==> src/rtl/ysyx_22040210_pht_upd.sv <==
// Write-side engine for the gshare PHT: queues EXU branch-resolution updates, computes
// saturating 2-bit counters with forwarding from its own recent writes, and sweeps the
// table to INIT_VAL after reset or init_req.
// Latency: accept on edge k -> we=1 in cycle k+1 (fall-through when the queue is empty).
// Backpressure: upd_ready = NORM && !fifo_full; it does not depend on wr_gnt. While
// we && !wr_gnt, waddr/wdata are held stable.
// Ports: clk/rst (async active-low), upd_* (update request), init_req/busy (sweep control),
//        we/waddr/wdata/wr_gnt (PHT write port).

module ysyx_22040210_pht_upd_fifo #(
  parameter int W     = 8,
  parameter int DEPTH = 4
) (
  input  logic         clk,
  input  logic         rst,
  input  logic         flush,
  input  logic         push,
  input  logic [W-1:0] push_dat,
  input  logic         pop,
  output logic [W-1:0] pop_dat,
  output logic         empty,
  output logic         full
);
  localparam int AW = $clog2(DEPTH);

  logic [AW:0]  wptr, rptr;
  logic [W-1:0] mem [DEPTH];

  always_ff @(posedge clk or negedge rst) begin
    if (!rst) begin
      wptr <= '0;
      rptr <= '0;
    end else if (flush) begin
      wptr <= '0;
      rptr <= '0;
    end else begin
      if (push) wptr <= wptr + 1'b1;
      if (pop)  rptr <= rptr + 1'b1;
    end
  end

  always_ff @(posedge clk) begin
    if (push && !flush) mem[wptr[AW-1:0]] <= push_dat;
  end

  assign pop_dat = mem[rptr[AW-1:0]];
  assign empty   = (wptr == rptr);
  assign full    = (wptr[AW] != rptr[AW]) && (wptr[AW-1:0] == rptr[AW-1:0]);
endmodule

module ysyx_22040210_pht_upd #(
  parameter int         BHRLEN     = 8,
  parameter int         FIFO_DEPTH = 4,
  parameter int         HIST_NUM   = 4,
  parameter logic [1:0] INIT_VAL   = 2'b01
) (
  input  logic              clk,
  input  logic              rst,
  input  logic              upd_valid,
  output logic              upd_ready,
  input  logic [BHRLEN-1:0] upd_idx,
  input  logic              upd_taken,
  input  logic [1:0]        upd_ctr,
  input  logic              init_req,
  output logic              busy,
  output logic              we,
  output logic [BHRLEN-1:0] waddr,
  output logic [1:0]        wdata,
  input  logic              wr_gnt
);
  typedef struct packed {
    logic [BHRLEN-1:0] idx;
    logic              taken;
    logic [1:0]        ctr;
  } upd_t;

  typedef enum logic {S_INIT, S_NORM} state_t;

  localparam logic [BHRLEN-1:0] IDX_MAX = '1;

  state_t            state, state_d;
  logic [BHRLEN-1:0] sweep_idx, sweep_d;
  logic              we_d;
  logic [BHRLEN-1:0] waddr_d;
  logic [1:0]        wdata_d;

  logic              fifo_push, fifo_pop, fifo_flush, fifo_empty, fifo_full;
  upd_t              req, head, src;

  logic [HIST_NUM-1:0] hist_vld;
  logic [BHRLEN-1:0]   hist_idx [HIST_NUM];
  logic [1:0]          hist_val [HIST_NUM];
  logic                hist_push, hist_clr;

  logic       accept, load_en, complete;
  logic [1:0] base, new_ctr;

  assign busy      = (state == S_INIT);
  assign upd_ready = (state == S_NORM) && !fifo_full;
  // A request arriving with init_req is dropped; upd_ready only falls a cycle later.
  assign accept    = upd_valid && upd_ready && !init_req;
  assign complete  = we && wr_gnt;
  assign load_en   = !we || wr_gnt;
  assign req       = {upd_idx, upd_taken, upd_ctr};
  // Queued entries go first to keep strict order; otherwise the request falls through.
  assign src       = fifo_empty ? req : head;

  ysyx_22040210_pht_upd_fifo #(.W($bits(upd_t)), .DEPTH(FIFO_DEPTH)) u_fifo (
    .clk      (clk),
    .rst      (rst),
    .flush    (fifo_flush),
    .push     (fifo_push),
    .push_dat (req),
    .pop      (fifo_pop),
    .pop_dat  (head),
    .empty    (fifo_empty),
    .full     (fifo_full)
  );

  // Counter base: the in-flight write beats history, younger history beats older,
  // and the fetch-time snapshot is the fallback.
  always_comb begin
    base = src.ctr;
    for (int i = HIST_NUM - 1; i >= 0; i--) begin
      if (hist_vld[i] && (hist_idx[i] == src.idx)) base = hist_val[i];
    end
    if (we && (waddr == src.idx)) base = wdata;
    if (src.taken) new_ctr = (base == 2'd3) ? 2'd3 : base + 2'd1;
    else           new_ctr = (base == 2'd0) ? 2'd0 : base - 2'd1;
  end

  always_comb begin
    state_d    = state;
    sweep_d    = sweep_idx;
    we_d       = we;
    waddr_d    = waddr;
    wdata_d    = wdata;
    fifo_push  = 1'b0;
    fifo_pop   = 1'b0;
    fifo_flush = 1'b0;
    hist_push  = 1'b0;
    hist_clr   = 1'b0;
    case (state)
      S_INIT: begin
        if (init_req) begin
          sweep_d = '0;
          we_d    = 1'b1;
          waddr_d = '0;
          wdata_d = INIT_VAL;
        end else if (complete) begin
          if (sweep_idx == IDX_MAX) begin
            state_d = S_NORM;
            sweep_d = '0;
            we_d    = 1'b0;
          end else begin
            sweep_d = sweep_idx + 1'b1;
            waddr_d = sweep_idx + 1'b1;
            wdata_d = INIT_VAL;
          end
        end else begin
          // Covers the first cycle after reset, when the output register is still empty.
          we_d    = 1'b1;
          waddr_d = sweep_idx;
          wdata_d = INIT_VAL;
        end
      end
      S_NORM: begin
        if (init_req) begin
          state_d    = S_INIT;
          sweep_d    = '0;
          fifo_flush = 1'b1;
          hist_clr   = 1'b1;
          we_d       = 1'b1;
          waddr_d    = '0;
          wdata_d    = INIT_VAL;
        end else begin
          hist_push = complete;
          if (load_en) begin
            if (!fifo_empty) begin
              fifo_pop  = 1'b1;
              fifo_push = accept;
              we_d      = 1'b1;
              waddr_d   = head.idx;
              wdata_d   = new_ctr;
            end else if (accept) begin
              we_d    = 1'b1;
              waddr_d = req.idx;
              wdata_d = new_ctr;
            end else begin
              we_d = 1'b0;
            end
          end else begin
            fifo_push = accept;
          end
        end
      end
      default: state_d = S_INIT;
    endcase
  end

  always_ff @(posedge clk or negedge rst) begin
    if (!rst) begin
      state     <= S_INIT;
      sweep_idx <= '0;
      we        <= 1'b0;
      waddr     <= '0;
      wdata     <= '0;
    end else begin
      state     <= state_d;
      sweep_idx <= sweep_d;
      we        <= we_d;
      waddr     <= waddr_d;
      wdata     <= wdata_d;
    end
  end

  always_ff @(posedge clk or negedge rst) begin
    if (!rst) begin
      hist_vld <= '0;
    end else if (hist_clr) begin
      hist_vld <= '0;
    end else if (hist_push) begin
      hist_vld <= {hist_vld[HIST_NUM-2:0], 1'b1};
    end
  end

  // Entry 0 is the youngest completed write.
  always_ff @(posedge clk) begin
    if (hist_push) begin
      for (int i = HIST_NUM - 1; i > 0; i--) begin
        hist_idx[i] <= hist_idx[i-1];
        hist_val[i] <= hist_val[i-1];
      end
      hist_idx[0] <= waddr;
      hist_val[0] <= wdata;
    end
  end
endmodule

==> config.mk <==
export PLATFORM = sky130hd
export DESIGN_NAME = ysyx_22040210_pht_upd
export DESIGN_NICKNAME = d
export VERILOG_FILES = /design/src/rtl/ysyx_22040210_pht_upd.sv
export SDC_FILE = /design/constraint.sdc
export NUM_CORES = 1
export LEC_CHECK = 0
export BUFFER_PORTS_ARGS = -buffer_cell sky130_fd_sc_hd__clkbuf_2
export CAP_MARGIN = 40
export CORE_MARGIN = 5
export CORE_UTILIZATION = 55
export DETAILED_ROUTE_END_ITERATION = 8
export GPL_TIMING_DRIVEN = 0
export PLACE_DENSITY_LB_ADDON = 0.25
export SLEW_MARGIN = 10
export SYNTH_ARGS = -nofsm -noshare
export SYNTH_HDL_FRONTEND = slang
export SYNTH_SLANG_ARGS = --single-unit
==> constraint.sdc <==
create_clock -name clk -period 4.77 [get_ports clk]
set_clock_uncertainty 0.2 [all_clocks]
set_input_delay 0.954 -clock clk [delete_from_list [all_inputs] [get_ports clk]]
set_output_delay 0.954 -clock clk [all_outputs]
set_load 0.05 [all_outputs]
# --- After elaboration in Yosys (flattened, before gate mapping) ---
# Memories as Yosys holds them, arrays and structs flattened.
# Cells that the tools add are included.
# W data, S select, Z words.
word_totals:
  reg_bits: 30
  output_inout_bits: 13
  n_memories: 3
  ramBits: 84
  word_cells: 121
  input_bits: 16
mem_list:
  columns: ["name", "depth", "word_bits", "rd", "rd_clocked_by_memory_dff", "write_ports", "line_no", "rtl"]
  rows:
  - ["u_fifo.mem", 4, 11, 1, 0, 1, "27", "logic [W-1:0] mem [DEPTH];"]
  - ["hist_idx", 4, 8, 4, 0, 4, "91", "logic [BHRLEN-1:0] hist_idx [HIST_NUM];"]
  - ["hist_val", 4, 2, 4, 0, 4, "92", "logic [1:0] hist_val [HIST_NUM];"]
op_classes:
  muxes: 65
  n_reduce_logical: 23
  eq_ne: 16
  bitwise_logic: 1
  n_addsub: 5
op_table:
  columns: ["op", "count"]
  rows:
  - ["$mux W8", 11]
  - ["$eq A8 B8 Y1", 5]
  - ["$pmux W8 S2", 2]
  - ["$mux W2", 15]
  - ["$mux W1", 27]
  - ["$mux W3", 4]
  - ["$logic_and A1 B1 Y1", 11]
  - ["$mux W11", 1]
  - ["$add A8 B1 Y8 const B", 1]
  - ["$eq A8 B8 Y1 const B", 1]
  - ["$mux W4", 2]
  - ["$ne A4 B3 Y1 const B", 2]
  - ["$add A3 B1 Y3 const B", 2]
  - ["$ne A3 B2 Y1 const B", 2]
  - ["$reduce_bool A2 Y1", 3]
  - ["$logic_not A1 Y1", 4]
  - ["$ne A4 B4 Y1 const B", 1]
  - ["$pmux W1 S2", 2]
  - ["$pmux W2 S2", 1]
  - ["$reduce_and A2 Y1", 2]
  - ["$eq A3 B3 Y1", 1]
  - ["$reduce_and A3 Y1", 1]
  - ["$add A2 B1 Y2 const B", 1]
  - ["$eq A2 B2 Y1", 1]
  - ["7 further kinds", 7]

# --- Longest topological paths before layout ---
depth:
  word_depth: 17
  mapped_depth: 12
  depth_no_buf: 10

# --- Cells and area by module ---
# Synthesis repeated with hierarchy kept, for this count alone.
unflattened:
  hier_cells: 363
  area_unflattened_um2: 5232.5
modules_own_cells:
  columns: ["module", "area_per_inst_um2", "seq_area_each_um2", "cells_per_inst", "instances"]
  rows:
  - ["ysyx_22040210_pht_upd", 3248.1, 1801.7, 269, 1]
  - ["ysyx_22040210_pht_upd_fifo", 1984.4, 1471.4, 94, 1]

# --- Worst setup path after synthesis ---
# Ideal clock, no wire load.
synth_path:
  path_kind: "input to register"
  from: "input wr_gnt"
  to: "memory hist_idx[0][0] (enable)"
  t_arrival_ps: 3154
  path_buffers: 2
  setup_slack_ps: 978
  required_time_ps: 4132
  path_stages: 4
  path_cell_list: "nand2_1 -> clkbuf_1 -> buf_1 -> nor2_1"
synth_lines:
  columns: ["item", "line_no", "rtl"]
  rows:
  - ["start, declared", "69", "input logic wr_gnt"]
  - ["end, declared", "91", null]

# --- Worst setup path after layout ---
layout_path:
  from: "register u_fifo.rptr[1]"
  to: "register wdata[1]"
layout_between:
  elab_chain_cells: 17
layout_lines:
  columns: ["item", "line_no", "rtl"]
  rows:
  - ["start, declared", "26", "logic [AW:0] wptr, rptr;"]
  - ["start signal, assigned", "38", "if (pop) rptr <= rptr + 1'b1;"]
  - ["$mem_v2 Z4 W11 / $eq A3 B3 Y1 (equally long branches)", null, null]
  - ["$mux W11", "106", "assign src = fifo_empty ? req : head;"]
  - ["$eq A8 B8 Y1", "125", "if (hist_vld[i] && (hist_idx[i] == src.idx)) base = hist_val[i];"]
  - ["$logic_and A1 B1 Y1", "125", null]
  - ["$mux W2 (4 in series)", "125", null]
  - ["$mux W2", "127", "if (we && (waddr == src.idx)) base = wdata;"]
  - ["$sub A2 B1 Y2, or another cell as far along", "129", "else new_ctr = (base == 2'd0) ? 2'd0 : base - 2'd1;"]
  - ["$mux W2, on equally long branches", "129, 128", null]
  - ["$mux W2", "128", "if (src.taken) new_ctr = (base == 2'd3) ? 2'd3 : base + 2'd1;"]
  - ["$mux W2", "185", "end else if (accept) begin"]
  - ["$mux W2", "179", "if (!fifo_empty) begin"]
  - ["$mux W2", "178", "if (load_en) begin"]
  - ["$mux W2", "168", "if (init_req) begin"]
  - ["$pmux W2 S2", "143", "case (state)"]
  - ["end signal, assigned", "213", "wdata <= wdata_d;"]
  - ["end, declared", "68", "output logic [1:0] wdata,"]
# Several ways; a longest one is shown, not always the timed one. The select of a mux whose other input is x is not followed.
# A chain may end at the register's enable or synchronous reset.

==> impl_metrics.yaml <==
outcome:
  status: "complete, no violations"
clocking:
  cts_tree: "built"
  clock_sink_count: 114
  post-cts-setup-buffers: 0
  cts_buffer_depth: 2
  worstSkewPairLatency_ns: 0.52
  cts_made_buffers: 17
  path_clk_slew_ns: 0.05
  ctsHoldBuffers: 0
  root_buffer: "clkbuf_8"
  h-tree-depth: 4
  cts_resized: 0
yosys:
  ys_ff_latch: 114
  async_flop_share_pct: 26.3
  avgSynthCellArea_um2: 12.9
  synth_flop_cell: "edfxtp_1"
  yosysSeqAreaShare_pct: 58.9
  syn_nets: 451
  synth-edff-count: 84
  syn-cell-area_mm2: 0.00555
  yosysTopAreaCell: "edfxtp_1"
  netlist_top_cells_count: "84 x edfxtp_1, 30 x dfrtp_1, 27 x xnor2_1"
  synth_cell_type_count: 61
  yosys_warnings: 0
  netlist_top_cells_area: "edfxtp_1 45%, dfrtp_1 14%, mux4_2 4.5%"
  synth_cells: 429
  synthDominantCellAreaShare_pct: 45.4
  yosysMostFrequentCell: "edfxtp_1"
global_routing:
  grt_pass1_wl_mm: 19.8
  antenna_found_initial: 0
  overflow: 0
  grt_use_total_pct: 20.6
  grt_pass1_vias: 3730
  grt_max_degree: 33
setup_path:
  reg2reg_slack_ns: 0.65
  cp.arrival_ns: 4.35
  cpPeakStageDelay_ns: 0.52
  worstSetupEndpointType: "register"
  crit_required_ns: 4.99
  cp_slowest_cell: "clkbuf_1"
  critPathLaunchType: "register"
  crit_type: "reg -> reg"
  critPathMaxFanout: 10
  crit_chain: "buf_6, clkbuf_1, mux4_2, o31ai_1, nand2_1, xnor2_1, nand3_1, nor3_1, mux2_1, a22o_1, maj3_1, o31ai_2"
sta:
  slew_viol_final: 0
  period_share_pct: 86.4
  tns_ns: 0
  relSlewSlack_pct: 48.6
  rsz0062_at_grt: "no"
  period_needed_ns: 4.12
  timing.fmax_mhz: 243
  hold_viol_final: 0
  worstMarginPinSlew_ns: 0.770
  setup_ws_ns: 0.646
  finalSetupViolCount: 0
run:
  maxCapViolations: 0
floorplanning:
  die_area_mm2: 0.0122
  core.rowCount: 36
  chipWidth_um: 110
  start_util_pct: 56.5
  fp.dieH_um: 110
  coreArea_mm2: 0.00982
  io-pin-count: 29
drt:
  drtIter0Drc: 279
  drc: 0
  via_per_inst: 6.02
  drt-pass1-iter-count: 5
  ant_nets: 0
  post_drt_wl_per_cell_um: 19.7
  routed_wl_mm: 12.3
  via_count: 3746
layout:
  fillers: 756
  drive_above_1_share_pct: 17.8
  diodes: 0
  areaGrowthSynthToFinish_pct: 16.0
  final_util_pct: 65.6
  final_cells: 622
  nets: 498
placed_design:
  place_congestion: 0.952
  dp_slack_ns: 0.592
  dp_hpwl_mm: 8.78
  portBuffers: 27
  dp.cells: 590
power_and_ir_drop:
  p_leak_nw: 2.39
  p_per_area_mw_per_mm2: 359
  ir_drop_uv: 232
worst_hold_path:
  hold_path.class: "reg -> reg"
[where the power goes]
part	leakage, nW	switching (mW)	internal (mW)	total [mW]
sequential	1.17	0.00486	1.07	1.07
combinational	0.946	0.0601	0.0292	0.0893
clock	0.280	0.405	0.748	1.15
[sequential cells by signal, summed over array words and instances (netlist names)]
name,flops
sweep_idx,8
waddr,8
u_fifo.rptr,3
hist_idx,32
wdata,2
we,1
u_fifo.wptr,3
state,1
u_fifo.mem,44
hist_val,8
hist_vld,4
[worst paths after layout]
kind                                start  cells past startpoint        endpoint
max                        u_fifo.rptr[1]                     12        wdata[1]
min                        hist_val[2][1]                      0  hist_val[3][1]
max reg2reg                u_fifo.rptr[1]                     12        wdata[1]
min reg2reg                hist_val[2][1]                      0  hist_val[3][1]
max in group asynchronous             rst                      1        waddr[4]
min in group asynchronous             rst                      1    sweep_idx[1]
[logic make-up after synthesis]
kind of cell	Yosys count	share of synthesized area, %
fa+ha+maj	8	1.71
compound gates	82	10.8
simple gates	140	14.0
flops	114	58.9
mux	18	5.77
xor+xnor	41	6.47
buf+inv	26	2.30
[through the flow]
stage	hold slack [ns]	cell area, µm²	power, mW
global placement	0.238	5850	1.17
CTS	0.256	6440	2.33
detailed placement	0.239	5880	1.18
finish	0.256	6440	2.31
floorplan	0.226	5550	1.14
global route	0.267	6440	2.38
[per-layer routing]
metal	vias up	routed length, µm	track usage [%]
met2	121	6010	32.8
met5	-	0	0
met1	1841	5430	28.1
li1	1764	-	-
met3	20	591	4.32
met4	0	234	7.64
[cells in the final DEF, fill, tap and decap left out, types with 7 or more instances in the layout]
master     instances
nand4_1           11
nand2_1           23
nand3_1           21
clkbuf_1          12
a221o_1            7
clkbuf_2          27
nor3_1            13
mux4_2            11
xnor2_1           27
edfxtp_1          84
inv_1              8
nor2_1            23
a21oi_1           18
xor2_1            14
o31ai_1            7
clkbuf_16         17
dfrtp_1           30
clkbuf_8           7
o21ai_0           13
[cell type report]
cell class	count	area (µm²)	share of cell area (%)
Buffer	17	93.8	1.46
Inverter	9	33.8	0.525
Clock buffer	28	537	8.34
Timing Repair Buffer	28	155	2.41
Multi-Input combinational cell	289	2160	33.5
Clock inverter	4	20.0	0.311
Tap cell	133	166	2.58
Sequential cell	114	3270	50.8
[worst max-delay path: cells and delay by family, from the launching register on]
| family | cells | cell delay, ns |
|---|---|---|
| mux | 2 | 0.83 |
| buf+inv | 2 | 0.66 |
| fa+ha+maj | 1 | 0.38 |
| simple gates | 3 | 0.77 |
| xor+xnor | 1 | 0.23 |
| compound gates | 3 | 0.57 |
| flops | 1 | 0.38 |
Power figures use the tool's default switching activity.
